File: src/rtl/unlock_arbiter.sv
// Round-robin arbiter draining per-core thread-unlock requests to the serializer.
// Optional grant/contention counters: define UNLOCK_ARBITER_STATS_EN.
module unlock_arbiter #(
  parameter int N_CORES  = 8,
  parameter int THREAD_W = 4
) (
  input  logic                         clk,
  input  logic                         rst,
  input  logic [N_CORES-1:0]           core_valid,
  input  logic [N_CORES*THREAD_W-1:0]  core_thread,
  input  logic [N_CORES-1:0]           core_finish,
  output logic [N_CORES-1:0]           core_ready,
  input  logic                         arb_enable,
  output logic                         unlock_valid,
  output logic [THREAD_W-1:0]          unlock_thread,
  output logic                         finish_task,
  output logic                         idle,
  output logic [31:0]                  stat_grants,
  output logic [31:0]                  stat_contention
);

  localparam int PW = (N_CORES > 1) ? $clog2(N_CORES) : 1;

  logic [N_CORES-1:0]  pend_v;
  logic [N_CORES-1:0]  pend_finish;
  logic [THREAD_W-1:0] pend_thread [N_CORES];

  logic [N_CORES-1:0]  grant;
  logic [N_CORES-1:0]  accept;
  logic                grant_any;
  logic [PW-1:0]       grant_idx;
  logic [PW-1:0]       rr_ptr;
  logic [PW-1:0]       rr_next;

  // First pending entry at or after rr_ptr, wrapping
  always_comb begin
    int            idx;
    logic [PW-1:0] sel;
    idx       = 0;
    sel       = '0;
    grant     = '0;
    grant_any = 1'b0;
    grant_idx = '0;
    if (arb_enable) begin
      for (int k = 0; k < N_CORES; k++) begin
        idx = int'(rr_ptr) + k;
        if (idx >= N_CORES) begin
          idx = idx - N_CORES;
        end
        sel = PW'(idx);
        if (!grant_any && pend_v[sel]) begin
          grant_any  = 1'b1;
          grant[sel] = 1'b1;
          grant_idx  = sel;
        end
      end
    end
  end

  always_comb begin
    rr_next = rr_ptr;
    if (grant_any) begin
      if (int'(grant_idx) == N_CORES - 1) begin
        rr_next = '0;
      end else begin
        rr_next = grant_idx + 1'b1;
      end
    end
  end

  assign core_ready = ~pend_v | grant;
  assign accept     = core_valid & core_ready;
  assign idle       = (pend_v == '0) & ~unlock_valid;

  // Capture wins over grant so an entry refills on the edge it drains
  always_ff @(posedge clk or posedge rst) begin
    if (rst) begin
      pend_v      <= '0;
      pend_finish <= '0;
      for (int i = 0; i < N_CORES; i++) begin
        pend_thread[i] <= '0;
      end
    end else begin
      for (int i = 0; i < N_CORES; i++) begin
        if (accept[i]) begin
          pend_v[i]      <= 1'b1;
          pend_finish[i] <= core_finish[i];
          pend_thread[i] <= core_thread[i*THREAD_W +: THREAD_W];
        end else if (grant[i]) begin
          pend_v[i] <= 1'b0;
        end
      end
    end
  end

  always_ff @(posedge clk or posedge rst) begin
    if (rst) begin
      rr_ptr        <= '0;
      unlock_valid  <= 1'b0;
      finish_task   <= 1'b0;
      unlock_thread <= '0;
    end else begin
      rr_ptr       <= rr_next;
      unlock_valid <= grant_any;
      finish_task  <= grant_any & pend_finish[grant_idx];
      if (grant_any) begin
        unlock_thread <= pend_thread[grant_idx];
      end
    end
  end

`ifdef UNLOCK_ARBITER_STATS_EN
  logic [PW:0]  n_pend;
  logic [31:0]  grants_q;
  logic [31:0]  contention_q;

  always_comb begin
    n_pend = '0;
    for (int i = 0; i < N_CORES; i++) begin
      n_pend = n_pend + {{PW{1'b0}}, pend_v[i]};
    end
  end

  always_ff @(posedge clk or posedge rst) begin
    if (rst) begin
      grants_q     <= '0;
      contention_q <= '0;
    end else begin
      if (grant_any) begin
        grants_q <= grants_q + 32'd1;
      end
      if (n_pend > (PW+1)'(1)) begin
        contention_q <= contention_q + 32'd1;
      end
    end
  end

  assign stat_grants     = grants_q;
  assign stat_contention = contention_q;
`else
  assign stat_grants     = '0;
  assign stat_contention = '0;
`endif

endmodule

File: config.mk
export PLATFORM = sky130hd
export DESIGN_NAME = unlock_arbiter
export DESIGN_NICKNAME = d
export VERILOG_FILES = /design/src/rtl/unlock_arbiter.sv
export SDC_FILE = /design/constraint.sdc
export NUM_CORES = 1
export LEC_CHECK = 0
export ABC_AREA = 1
export BUFFER_PORTS_ARGS = -buffer_cell sky130_fd_sc_hd__buf_2
export CAP_MARGIN = 15
export CORE_MARGIN = 3
export CORE_UTILIZATION = 55
export CTS_BUF_LIST = sky130_fd_sc_hd__clkbuf_16
export DETAILED_ROUTE_END_ITERATION = 10
export PLACE_DENSITY_LB_ADDON = 0.3
export SKIP_CTS_REPAIR_TIMING = 1
export SLEW_MARGIN = 20
export SYNTH_ARGS = -nofsm -noshare
export SYNTH_HDL_FRONTEND = slang
export SYNTH_SLANG_ARGS = --single-unit
File: constraint.sdc
create_clock -name clk -period 6.3 [get_ports clk]
set_input_delay 1.89 -clock clk [delete_from_list [all_inputs] [get_ports clk]]
set_output_delay 1.89 -clock clk [all_outputs]
set_load 0.005 [all_outputs]
# Word level (Yosys, flattened, before mapping)
# Cells that the tools add are included.
[word_totals]
ff_bits = 57
in_bits = 51
out_inout_bits = 79
word_cells = 227
[op_classes]
n_addsub = 16
magnitude_cmp = 26
eq_ne = 1
muxes = 111
bitwise = 14
n_reduce_logical = 31
[ops]
columns = ["cell", "count"]
rows = [
  ["8-bit two-way mux", 16],
  ["3-bit two-way mux", 26],
  ["8-bit bitwise OR", 8],
  ["1-bit two-way mux", 49],
  ["3-bit by 4-bit < comparator with 1-bit output, second input constant", 9],
  ["4-bit >= comparator, second input constant", 8],
  ["1-bit binary-select mux with 3-bit select", 9],
  ["1-bit demux with 3-bit select", 8],
  ["3-bit by 1-bit >= comparator with 1-bit output, second input constant", 8],
  ["3-bit by 1-bit subtractor with 3-bit output, second input constant", 8],
  ["3-bit by 3-bit adder with 4-bit output, second input constant", 4],
  ["2-bit nonzero test", 8],
  ["1-bit logical AND", 15],
  ["4-bit binary-select mux with 3-bit select", 1],
  ["3-bit by 2-bit adder with 4-bit output, second input constant", 2],
  ["8-bit bitwise AND", 1],
  ["8-bit zero test", 1],
  ["4-bit two-way mux", 2],
  ["8-bit inverter", 1],
  ["1-bit zero test", 7],
  ["3-bit by 1-bit adder with 4-bit output, second input constant", 1],
  ["3-bit by 4-bit >= comparator with 1-bit output, second input constant", 1],
  ["3-bit inverter with 4-bit output", 1],
  ["3-bit by 1-bit adder with 3-bit output, second input constant", 1],
  ["3 further kinds", 4],
]

# Logic depth before layout (Yosys ltp)
[logic_depth]
word_depth = 39
mapped_depth = 26
depth_no_buf = 22

# Least setup slack after synthesis
# No wires, ideal clock.
[synth_path]
kind = "flip-flop to output port"
from = "reg rr_ptr[0]"
to = "out core_ready[2]"
arrival_ns = 2.616
required_time_ns = 4.410
setup_slack_ns = 1.794
stages_incl_launch_ff = 19
path_buffers = 3
cell_sequence = "dfrtp_1 -> inv_2 -> buf_6 -> buf_2 -> ha_1 -> buf_2 -> clkinv_1 -> nand3_2 -> nand3_1 -> nand2_2 -> nor2_4 -> nand4_4 -> nor2_4 -> nand3_4 -> inv_1 -> nand2_1 -> nand3_1 -> nand2_1 -> nand2_1"
[synth_between]
elab_chain_len = 36
word_cells_on_any_way = 147
cone_classes = "add/sub (15); order compare (24); mux (78); bitwise (8); reduce/logical (22)"
[synth_lines]
columns = ["item", "line", "text"]
rows = [
  ["start, declared", "32", "logic [PW-1:0] rr_ptr;"],
  ["start signal, assigned", "103", "rr_ptr <= rr_next;"],
  ["branches (longest 33 deep; another with 3-bit by 1-bit adder with 4-bit output)", "-", ""],
  ["8-bit two-way mux (*)", "51", "if (!grant_any && pend_v[sel]) begin"],
  ["8-bit two-way mux (*)", "44", "if (arb_enable) begin"],
  ["8-bit bitwise OR (*)", "71", "assign core_ready = ~pend_v | grant;"],
  ["end, declared", "12", "output logic [N_CORES-1:0] core_ready,"],
]
# Every way passes the cells marked *. The select of a mux whose other input is x is not followed.

# Worst setup path after layout
[layout_path]
from = "reg rr_ptr[1]"
to = "out core_ready[6]"
# The elaborated chain is that of the path after synthesis.

==> flow_summary.ini <==
[setup_path]
start_kind = flop
r2r_end = unlock_thread[3]
rr_worst_depth = 17
max_stage_delay_ns = 0.71
worst-endpoint-required_ns = 4.41
worstPathCellList = inv_2 -> ha_1 -> clkinv_1 -> nand3_2 -> nand3_1 -> nand2_2 -> nor2_4 -> nand4_1 -> inv_1 -> nand2_1 -> nand4_1 -> o21ai_0 -> nand2_1 -> buf_2
crit_family = simple AND/OR/NAND/NOR gates
reg2reg_slack_ns = 2.02
cp.arrival_ns = 3.88
path_buf_inv = 4
end_kind = output pin
worstPathMaxFanout = 17
critPathSlowestCell = ha_1
regToRegStartpoint = rr_ptr[1]
critical_path_class = reg2out

[clock_network]
cts_htree_levels = 3
cts.sinks = 57
cts_tree = done
cts_buffers = 9
clkTransAtPathRegs_ns = 0.05
clk-insertion-delay-late_ns = 0.32
cts.root.buffer_cell = clkbuf_16
clk_path_buf_depth = 2

[logic_synthesis]
yosysWarnings = 0
async_reset_ff_share_pct = 100
synthFlopType = dfrtp_1
synth_common_cells = nand2_1, nand3_1, buf_4, dfrtp_1, inv_1
ys_types = 42
yosys-top-cells-area = dfrtp_1, nand2_1, nand3_1, buf_4, inv_1
avgSynthCellArea_um2 = 6.93
yosysSeqAreaShare_pct = 31.6
synth_cells = 652
synth_top_cell_by_area = dfrtp_1
synth_top_area_share_pct = 31.6
syn-cell-area_um2 = 4520
synth_seq_cells = 57
synth_most_common_cell = nand2_1
synth_edf_count = 0

[grt]
antenna_found_initial = 0
grt.overflow.total = 0
grt_pass1_vias = 4037
grt_util_all_layers_pct = 25.6
grt_max_degree = 58
grt_first_pass_wirelength_um = 19800

[cells_and_area]
n_antenna_cell = 0
area_growth_pct = 10.4
drive_gt1_share_pct = 17.8
fill_cells = 730
final_util_pct = 63.6
layout.nets = 776

[power]
p_per_area_nw_per_um2 = 628
fin_total_pwr_mw = 3.13
p_leak_nw = 2.75
irDropWorstVdd_v = 0.000289

[job]
drv_cap = 0

[sta]
tns_ns = 0
setup_violations = 0
report.final.slew_viol_count = 0
hold_viol = 0
period_share_pct = 91.5
fmax_ghz = 0.173
clock_skew_ns = 0.00484
post-route-min-period_ns = 5.77
slew_headroom_pct = 50.8
rsz0062_at_grt = false
worst_pin_slew_ns = 0.734

[drt]
ant_nets = 0
wl_per_cell_um = 14.5
finalWirelength_um = 11900
via_per_inst = 5.26
dr.pass1.iters = 5
drc_errors = 0
drt_iter0_markers = 238
vias = 4336

[die]
die_w_um = 96.7
ios = 130
num_rows = 32
die-area_um2 = 9340
core_area_um2 = 7850
start_util_pct = 57.6
die_h_um = 96.7

[placed_design]
dpl.hpwl_um = 9350
port_buffers = 65
gp_congestion = 0.988

[hold_path]
min_path_cells = 2
min_path_type = reg2reg
worst_hold_path.endpoint = pend_thread[26]
hold_start = pend_thread[26]

[run_status]
status = finished clean
[sequential cells by signal, summed over array words and instances (netlist names)]
signal / cells
finish_task: 1
pend_finish: 8
pend_thread: 32
pend_v: 8
rr_ptr: 3
unlock_thread: 4
unlock_valid: 1
[power by group]
part / switching, mW / internal [mW]
Sequential: 0.120 / 0.536
Clock: 0.161 / 0.342
Combinational: 1.37 / 0.605
Total: 1.65 / 1.48
[tightest hold or removal path: cells and delay by family (launching register included)]
family | cells | cell delay [ns]
flops | 1 | 0.34
simple gates | 2 | 0.10
[cell type report]
| cell class | instances | area (um2) | share of cell area, % |
|---|---|---|---|
| multi-input cells | 536 | 2590 | 51.9 |
| clock inverters | 7 | 86.3 | 1.73 |
| flip-flops and latches | 57 | 1430 | 28.6 |
| inverters | 42 | 158 | 3.16 |
| repair buffers | 72 | 378 | 7.57 |
| clock buffers | 9 | 225 | 4.51 |
| well taps | 102 | 128 | 2.56 |
[placed cells by master (no fill, tap or decap), types with 4 or more instances in the layout]
cell type  count
clkbuf_16      9
ha_1           7
a21oi_1        9
nand2_2       10
o21ai_0       12
buf_4          7
nor3_1         9
or2_1          4
nand4_1        5
nand3_1      114
nand2_1      230
nand3_2        8
buf_2         65
inv_1         34
dfrtp_1       57
o21ai_1        5
o2111ai_1      4
nor2_1        22
inv_2          8
conb_1        64
[cells by family after synthesis]
family	Yosys count	synth area share, %
adders and majority gates	7	1.94
AOI/OAI and AO/OA	44	6.26
and+or+nand+nor	418	42.6
other	1	0.0830
buffers and inverters	122	16.4
xor gates and xnor gates	3	1.16
DFF	57	31.6
[worst max-delay path by stage]
stage,end,slack (ns),from,cells past startpoint
after floorplan,core_ready[2],1.79,rr_ptr[0],18
after global placement,core_ready[0],1.09,rr_ptr[1],14
after detailed placement,core_ready[6],0.94,rr_ptr[1],14
after CTS,core_ready[6],0.57,rr_ptr[1],14
after global routing,core_ready[6],0.22,rr_ptr[1],16
final,core_ready[6],0.53,rr_ptr[1],14
[routing by layer]
metal	global-route usage, %	part of all wire (%)	wire (um)	up-vias
met5	0	0	0	-
met4	10.2	3.2	378	0
met3	4.25	6.4	760	25
met2	43.0	50	5920	192
met1	32.9	41	4890	1980
li1	-	-	-	2139
[stage by stage]
step           setup WS (ns)  std cells  hold slack, ns  instance area (um2)
2_1_floorplan           1.79        715           0.437                 4760
3_3_place_gp            1.09        809           0.455                 4680
3_5_place_dp           0.939        809           0.462                 4680
4_1_cts                0.574        825           0.475                 4990
5_1_grt                0.218        825           0.489                 4990
6_report               0.535        825           0.472                 4990
(Power assumes the default switching activity.)
